===== src/rtl/matrix_pkg.sv =====
// Shared definitions for the matrix scan sequencer: default geometry and FSM state encoding.
package matrix_pkg;

    localparam int DEF_DATAWIDTH    = 8;
    localparam int DEF_ROWS         = 8;
    localparam int DEF_ROWSEL_WIDTH = 3;
    localparam int DEF_LIVES        = 3;
    localparam int DEF_LIVES_WIDTH  = 2;

    typedef enum logic [2:0] {
        ST_IDLE  = 3'd0,
        ST_WAIT  = 3'd1,
        ST_SCAN  = 3'd2,
        ST_EVAL  = 3'd3,
        ST_SHIFT = 3'd4,
        ST_LOSE  = 3'd5,
        ST_WIN   = 3'd6
    } state_t;

endpackage


===== src/rtl/matrix_row_counter.sv =====
// Row index up-counter with synchronous clear, count enable and a terminal-count flag.
module matrix_row_counter #(
    parameter int WIDTH = 3,
    parameter int LAST  = 7
) (
    input  logic             clk,
    input  logic             rst_n,
    input  logic             clear,
    input  logic             enable,
    output logic [WIDTH-1:0] count,
    output logic             last
);

    always_ff @(posedge clk or negedge rst_n) begin
        if (!rst_n) begin
            count <= '0;
        end else if (clear) begin
            count <= '0;
        end else if (enable) begin
            count <= count + 1'b1;
        end
    end

    assign last = (count == WIDTH'(LAST));

endmodule


===== src/rtl/matrix_scan_controller.sv =====
// Game-tick sequencer: scans frog/traffic rows, decides lose/win/continue, pulses the shifter.
// Optional lives counter enabled by defining MATRIXSCAN_LIVES_EN.
//
// state | meaning
// IDLE  | powered up, waiting for start
// WAIT  | game running, waiting for the next tick
// SCAN  | one row per clock, accumulating collisions
// EVAL  | decide lose / win / continue
// SHIFT | one-cycle traffic advance pulse
// LOSE  | game lost, waiting for restart
// WIN   | game won, waiting for restart
module matrix_scan_controller
    import matrix_pkg::*;
#(
    parameter int DATAWIDTH    = DEF_DATAWIDTH,
    parameter int ROWS         = DEF_ROWS,
    parameter int ROWSEL_WIDTH = DEF_ROWSEL_WIDTH,
    parameter int LIVES        = DEF_LIVES,
    parameter int LIVES_WIDTH  = DEF_LIVES_WIDTH
) (
    input  logic                    CC_MATRIXSCAN_CLOCK_50,
    input  logic                    CC_MATRIXSCAN_RESET_InLow,
    input  logic                    CC_MATRIXSCAN_start_InHigh,
    input  logic                    CC_MATRIXSCAN_tick_InHigh,
    input  logic [DATAWIDTH-1:0]    CC_MATRIXSCAN_frogRow_InBUS,
    input  logic [DATAWIDTH-1:0]    CC_MATRIXSCAN_trafficRow_InBUS,
    output logic [ROWSEL_WIDTH-1:0] CC_MATRIXSCAN_rowSel_OutBUS,
    output logic                    CC_MATRIXSCAN_shift_OutHigh,
    output logic                    CC_MATRIXSCAN_frogReset_OutHigh,
    output logic                    CC_MATRIXSCAN_lose_OutHigh,
    output logic                    CC_MATRIXSCAN_win_OutHigh,
    output logic [LIVES_WIDTH-1:0]  CC_MATRIXSCAN_lives_OutBUS,
    output logic [2:0]              CC_MATRIXSCAN_state_OutBUS
);

    // Catch a lives preset that cannot be represented by the counter.
    if (LIVES < 1 || LIVES >= (1 << LIVES_WIDTH)) begin : g_lives_range
        $error("LIVES does not fit in LIVES_WIDTH");
    end

    state_t state, state_nxt;
    logic   hit, top, frog_reset;
    logic   scan_clear, scan_en, row_last;
    logic   restart, life_lost, tick_taken;
    logic   row_hit;

    assign row_hit    = |(CC_MATRIXSCAN_frogRow_InBUS & CC_MATRIXSCAN_trafficRow_InBUS);
    assign tick_taken = (state == ST_WAIT) && CC_MATRIXSCAN_tick_InHigh;

`ifdef MATRIXSCAN_LIVES_EN
    logic [LIVES_WIDTH-1:0] lives;
`endif

    always_comb begin
        state_nxt  = state;
        scan_clear = 1'b0;
        scan_en    = 1'b0;
        restart    = 1'b0;
        life_lost  = 1'b0;
        case (state)
            ST_IDLE: begin
                if (CC_MATRIXSCAN_start_InHigh) state_nxt = ST_WAIT;
            end
            ST_WAIT: begin
                if (CC_MATRIXSCAN_tick_InHigh) begin
                    state_nxt  = ST_SCAN;
                    scan_clear = 1'b1;
                end
            end
            ST_SCAN: begin
                if (row_last) state_nxt = ST_EVAL;
                else          scan_en   = 1'b1;
            end
            ST_EVAL: begin
                scan_clear = 1'b1;
                if (hit) begin
`ifdef MATRIXSCAN_LIVES_EN
                    if (lives > LIVES_WIDTH'(1)) begin
                        state_nxt = ST_WAIT;
                        life_lost = 1'b1;
                    end else begin
                        state_nxt = ST_LOSE;
                    end
`else
                    state_nxt = ST_LOSE;
`endif
                end else if (top) begin
                    state_nxt = ST_WIN;
                end else begin
                    state_nxt = ST_SHIFT;
                end
            end
            ST_SHIFT: state_nxt = ST_WAIT;
            ST_LOSE, ST_WIN: begin
                if (CC_MATRIXSCAN_start_InHigh) begin
                    state_nxt = ST_WAIT;
                    restart   = 1'b1;
                end
            end
            default: state_nxt = ST_IDLE;
        endcase
    end

    always_ff @(posedge CC_MATRIXSCAN_CLOCK_50 or negedge CC_MATRIXSCAN_RESET_InLow) begin
        if (!CC_MATRIXSCAN_RESET_InLow) begin
            state      <= ST_IDLE;
            hit        <= 1'b0;
            top        <= 1'b0;
            frog_reset <= 1'b0;
        end else begin
            state      <= state_nxt;
            frog_reset <= restart | life_lost;
            if (tick_taken || restart) begin
                hit <= 1'b0;
                top <= 1'b0;
            end else if (state == ST_SCAN) begin
                hit <= hit | row_hit;
                if (row_last) top <= |CC_MATRIXSCAN_frogRow_InBUS;
            end
        end
    end

`ifdef MATRIXSCAN_LIVES_EN
    always_ff @(posedge CC_MATRIXSCAN_CLOCK_50 or negedge CC_MATRIXSCAN_RESET_InLow) begin
        if (!CC_MATRIXSCAN_RESET_InLow) begin
            lives <= LIVES_WIDTH'(LIVES);
        end else if (restart) begin
            lives <= LIVES_WIDTH'(LIVES);
        end else if (state == ST_EVAL && hit) begin
            lives <= (lives > LIVES_WIDTH'(1)) ? lives - 1'b1 : '0;
        end
    end

    assign CC_MATRIXSCAN_lives_OutBUS = lives;
`else
    assign CC_MATRIXSCAN_lives_OutBUS = '0;
`endif

    matrix_row_counter #(
        .WIDTH (ROWSEL_WIDTH),
        .LAST  (ROWS - 1)
    ) u_row_counter (
        .clk    (CC_MATRIXSCAN_CLOCK_50),
        .rst_n  (CC_MATRIXSCAN_RESET_InLow),
        .clear  (scan_clear),
        .enable (scan_en),
        .count  (CC_MATRIXSCAN_rowSel_OutBUS),
        .last   (row_last)
    );

    assign CC_MATRIXSCAN_shift_OutHigh     = (state == ST_SHIFT);
    assign CC_MATRIXSCAN_frogReset_OutHigh = frog_reset;
    assign CC_MATRIXSCAN_lose_OutHigh      = (state == ST_LOSE);
    assign CC_MATRIXSCAN_win_OutHigh       = (state == ST_WIN);
    assign CC_MATRIXSCAN_state_OutBUS      = state;

endmodule


===== config.mk =====
export PLATFORM = sky130hd
export DESIGN_NAME = matrix_scan_controller
export DESIGN_NICKNAME = d
export VERILOG_FILES = /design/src/rtl/matrix_pkg.sv /design/src/rtl/matrix_row_counter.sv /design/src/rtl/matrix_scan_controller.sv
export SDC_FILE = /design/constraint.sdc
export NUM_CORES = 1
export LEC_CHECK = 0
export ABC_AREA = 1
export BUFFER_PORTS_ARGS = -buffer_cell sky130_fd_sc_hd__buf_2
export CELL_PAD_IN_SITES_DETAIL_PLACEMENT = 0
export CELL_PAD_IN_SITES_GLOBAL_PLACEMENT = 1
export CORE_MARGIN = 1.5
export CORE_UTILIZATION = 32
export CTS_CLUSTER_DIAMETER = 40
export DETAILED_ROUTE_END_ITERATION = 8
export GPL_TIMING_DRIVEN = 0
export MAX_ROUTING_LAYER = met4
export PLACE_DENSITY_LB_ADDON = 0.1
export SETUP_SLACK_MARGIN = 0.15
export SLEW_MARGIN = 20
export SYNTH_ARGS = -nofsm -noshare
export SYNTH_HDL_FRONTEND = slang
export SYNTH_SLANG_ARGS = --single-unit

===== constraint.sdc =====
create_clock -name CC_MATRIXSCAN_CLOCK_50 -period 2.9 [get_ports CC_MATRIXSCAN_CLOCK_50]
set_clock_uncertainty 0.2 [all_clocks]
set_input_delay 0.29 -clock CC_MATRIXSCAN_CLOCK_50 [delete_from_list [all_inputs] [get_ports CC_MATRIXSCAN_CLOCK_50]]
set_output_delay 0.29 -clock CC_MATRIXSCAN_CLOCK_50 [all_outputs]
set_load 0.02 [all_outputs]

# Word-level counts from Yosys, hierarchy flattened
# Cells that the tools add are included.
[totals] ff_bits=9 inputBits=20 word_cells=49
[classes] add_sub_neg=1 eq_ne=10 n_mux=19 n_bitwise=2 n_reduce_logical=12
[ops] op="OR reduction 8 bit" n=2
[ops] op="2-to-1 mux 3 bit" n=5
[ops] op="case mux 3 bit (5 select lines)" n=1
[ops] op="equality test 3 bit (second input constant)" n=4
[ops] op="2-to-1 mux 1 bit" n=10
[ops] op="bitwise AND 8 bit" n=1
[ops] op="equality test 3 x 2 -> 1 bit (second input constant)" n=2
[ops] op="nonzero test 2 bit" n=3
[ops] op="2-to-1 mux 2 bit" n=2
[ops] op="inequality test 2 bit (second input constant)" n=2
[ops] op="adder 3 x 1 -> 3 bit (second input constant)" n=1
[ops] op="equality test 3 x 1 -> 1 bit (second input constant)" n=1
[ops] op="zero test 3 bit" n=1
[ops] op="AND reduction 3 bit" n=1
[ops] op="OR reduction 3 bit" n=1
[ops] op="inequality test 2 x 1 -> 1 bit (second input constant)" n=1
[ops] op="case mux 1 bit (2 select lines)" n=1
[ops] op="AND reduction 2 bit" n=1
[ops] op="OR reduction 2 bit" n=1
[ops] op="logical AND 1 bit" n=1
[ops] op="logical OR 1 bit" n=1
[ops] op="OR 1 bit" n=1

# Longest topological paths before layout
[logic_depth] word_depth=6 mapped_depth=9 depth_no_buf=9

# Modules after synthesis
# From an unflattened synthesis, not the netlist that was laid out.
[hier_totals] cells_unflattened=102 hier_area_um2=646.9
[modules_own_cells] module="matrix_scan_controller" n_inst=1 cells_per_inst=85 area_per_inst_um2=495.5 seq_area_each_um2=150.1
[modules_own_cells] module="matrix_row_counter" n_inst=1 cells_per_inst=17 area_per_inst_um2=151.4 seq_area_each_um2=75.1

# Worst setup path before layout
# No wires, ideal clock.
[synth_path] path_type="register to register" start="reg u_row_counter.count[0]" end="reg state[2] (netlist: CC_MATRIXSCAN_state_OutBUS[2])" setup_ns=0.065 arrival_time_ns=1.323 path_slack_ns=1.312 path_stages_with_launch=10 path_cell_list="dfrtp_1 > ha_1 > ha_1 > inv_1 > nand3_4 > nand2_2 > inv_2 > nand2_2 > nand2_1 > nand2_1"
[synth_between] elab_chain_cells=3
[synth_lines] element="start, declared" line="matrix_row_counter.sv:10" source="output logic [WIDTH-1:0] count,"
[synth_lines] element="start signal, assigned" line="matrix_row_counter.sv:20" source="count <= count + 1'b1;"
[synth_lines] element="equality test 3 bit" line="matrix_row_counter.sv:24" source="assign last = (count == WIDTH'(LAST));"
[synth_lines] element="inequality test 2 bit (no line)"
[synth_lines] element="AND reduction 3 bit (no line)"
[synth_lines] element="end signal, assigned" line="matrix_scan_controller.sv:111" source="state <= state_nxt;"
[synth_lines] element="end, declared" line="matrix_scan_controller.sv:41" source="state_t state, state_nxt;"
# No other way between the ends.
# A chain may end at the register's enable or synchronous reset.

# Worst setup path after layout
[layout_path] start="reg state[0] (netlist: CC_MATRIXSCAN_state_OutBUS[0])" end="out CC_MATRIXSCAN_win_OutHigh"
[layout_between] elab_chain_cells=1
[layout_lines] element="equality test 3 bit" line="matrix_scan_controller.sv:154" source="assign CC_MATRIXSCAN_win_OutHigh = (state == ST_WIN);"
[layout_lines] element="end, declared" line="matrix_scan_controller.sv:31" source="output logic CC_MATRIXSCAN_win_OutHigh,"
# No other way between the ends.

==> run metrics <==
Final Cycle Share 59.3%; clock buffer depth 2; initial antenna violation count 0; DRT iter0 DRCs 5; post-route setup slack 1.18 ns; setup TNS 0 ns; via count 700; cts hold-fix bufs 1; Synth area leaders dfrtp_1 (33%), nand2_1 (18%), nand3_1 (8.1%); CTS sink count 9; cell row count 16; Syn Area/Cell between 6 and 7 um2; layout cell share with drive strength beyond 1 between 30% and 40%; slowest CP cell dfrtp_1; Power per Cell Area 891 mW/mm2; CP peak stage delay 0.38 ns; DRC Markers 0; vias in the first global route 671; wire per inst 8.94 um; Die Span Y a little under 50 um; total of flip-flops plus latches after synthesis 9; Min Hold Slack 0.0874 ns; sequential-to-total area share from yosys stat around a third; CP endpoint kind primary output; CTS root buffer clkbuf_4; Synth Area in Adders about 3.7%; mux share of post-synthesis cell area 0%; Achievable Freq 582 MHz; run status finished clean; simple-gate share of the synthesized area 44.0%; Worst EP arrival 1.23 ns; crit path buf inv count 4; Final nets roughly 160; IO buf count 29; CTS tree built; Req. time, crit path 2.41 ns; Startpoint Class flip-flop; Distinct cells, synth 21; Tot GR Track Use roughly 15%; XOR/XNOR share of the synthesized area 0%; setup violators final 0; Crit Path Class reg2out; Final min period 1.72 ns; multi-input gate area in the final layout 367 um2; Worst VDD drop ~360 uV; post-synthesis cell area 679 um2; largest net degree at the start of global routing 11; Inserted Clock Buffers 3; CP Max Fanout 9; total global routing overflow 0; Max Slew Vio Count 0; # Max-Cap Violations 0; Layout area overhead 32.2%; top-area cell type share of the netlist area 33.1%; area leader, netlist dfrtp_1; First-pass DRT Iterations 4; final wirelength between 1000 and 1500 um; YS warnings 0; first-pass GRT wire length 2630 um; RSZ-0062 raised after global routing false; total die area roughly 0.0024 mm2; Cell Chain, Critical Path buf_6, inv_2, nand3_1, inv_1, buf_2; Cells after Synth 99; Final Hold Viols 0; initial core utilization around 34%; GPL Wtd Cong between 0.8 and 0.9; Antenna Nets Post-Route 0; Tightest Hold Check Type in2reg; FILL cells 229; largest family of logic cells by synthesized area simple AND/OR/NAND/NOR gates; antenna cells 0; Leakage 0.562 nW; Compound-Gate Fraction of Synth Area under 10%; die width 49.1 um; detailed-route vias per instance around 4.3; Worst-Skew Late Latency approximately 0.27 ns; CP delay by family, top buffers and inverters; Setup Fix Bufs, Post-CTS 0; Util after Layout a little under half; setup slack at placement 1.32 ns; H-tree levels 1; post_cts resized 0; Ports 32; r2r setup slk 1.32 ns; FF+latch area 225 um2; CTS clk-pin slew, worst paths 0.06 ns; Core ar. 0.00198 mm2; dpl hpwl 1170 um
==> worst reg2reg max path, stage by stage (launching register included) <==
cell and delay (ns):
dfrtp_1 0.41, ha_1 0.21, ha_1 0.17, inv_1 0.12, nand3_4 0.12, nand2_2 0.08
inv_2 0.04, nand2_2 0.06, nand2_1 0.05, nand2_1 0.06
==> per-stage QoR <==
stage	power, mW	std cells	instance area (um2)
6_report	0.800	161	898
5_1_grt	0.881	161	898
4_1_cts	0.812	161	898
3_5_place_dp	0.704	156	862
3_3_place_gp	0.700	156	862
2_1_floorplan	0.588	100	683
==> path summary, 6_finish.rpt <==
check                                              startpoint                         endpoint  depth (start not counted)
worst min register to register         u_row_counter.count[0]           u_row_counter.count[0]                          1
worst max register to register         u_row_counter.count[0]    CC_MATRIXSCAN_state_OutBUS[2]                          9
min in group asynchronous           CC_MATRIXSCAN_RESET_InLow                              hit                          2
worst min-delay path               CC_MATRIXSCAN_start_InHigh  CC_MATRIXSCAN_frogReset_OutHigh                          3
max in group asynchronous           CC_MATRIXSCAN_RESET_InLow           u_row_counter.count[1]                          2
worst max-delay path            CC_MATRIXSCAN_state_OutBUS[0]        CC_MATRIXSCAN_win_OutHigh                          5
==> power by group <==
group          internal (mW)  leakage [nW]  total, mW  switching, mW
logic                  0.182         0.430      0.494          0.312
clock network         0.0533        0.0150      0.102         0.0486
registers              0.171         0.117      0.204         0.0331
==> kinds of logic (layout without fill, tap and decap cells) <==
family,after synthesis,after routing
other cells,1,2
flops,9,9
fa+ha+maj,2,2
buf+inv,17,51
simple gates,63,63
compound gates,7,7
==> placed cells by master (no fill, tap or decap), drive strengths merged <==
cell type	netlist	final
clkbuf	0	4
o21ai	4	4
a21oi	3	3
nor2	13	13
buf	4	33
nand2	36	36
nand3	13	13
dfrtp	9	9
conb	1	2
nand4	1	1
clkinv	1	1
inv	12	12
dlygate4sd3	0	1
ha	2	2
==> per-layer routing <==
| layer | GRT usage [%] | up-vias | wire length [um] |
|---|---|---|---|
| met1 | 16.0 | 301 | 650 |
| met3 | 4.60 | 5 | 96 |
| li1 | - | 373 | - |
| met4 | 5.71 | 0 | 22 |
| met2 | 24.8 | 21 | 670 |
| met5 | - | - | 0 |
==> Yosys cell counts <==
cell / n
nand4_1: 1
conb_1: 1
nand3_4: 1
nand3_1: 11
nor2_8: 1
inv_2: 3
o21ai_1: 2
dfrtp_1: 9
ha_1: 2
nand2_2: 3
inv_6: 1
nor2_2: 1
nand2_1: 33
inv_1: 8
buf_6: 2
clkinv_1: 1
buf_4: 2
o21ai_0: 2
a21oi_1: 3
nand3_2: 1
nor2_1: 11
==> cell type report <==
cell class | instances | area share [%]
plain buffers | 4 | 4.18
flip-flops and latches | 9 | 25.1
multi-input cells | 74 | 40.8
repair buffers | 30 | 17.3
inverters | 13 | 5.99
well taps | 27 | 3.76
clock buffers | 4 | 2.92
==> state kept, by name, indices dropped and copies added, names as in the netlist <==
| name | cells |
|---|---|
| CC_MATRIXSCAN_frogReset_OutHigh | 1 |
| top | 1 |
| hit | 1 |
| CC_MATRIXSCAN_state_OutBUS | 3 |
| u_row_counter.count | 3 |
Power figures use the tool's default switching activity.
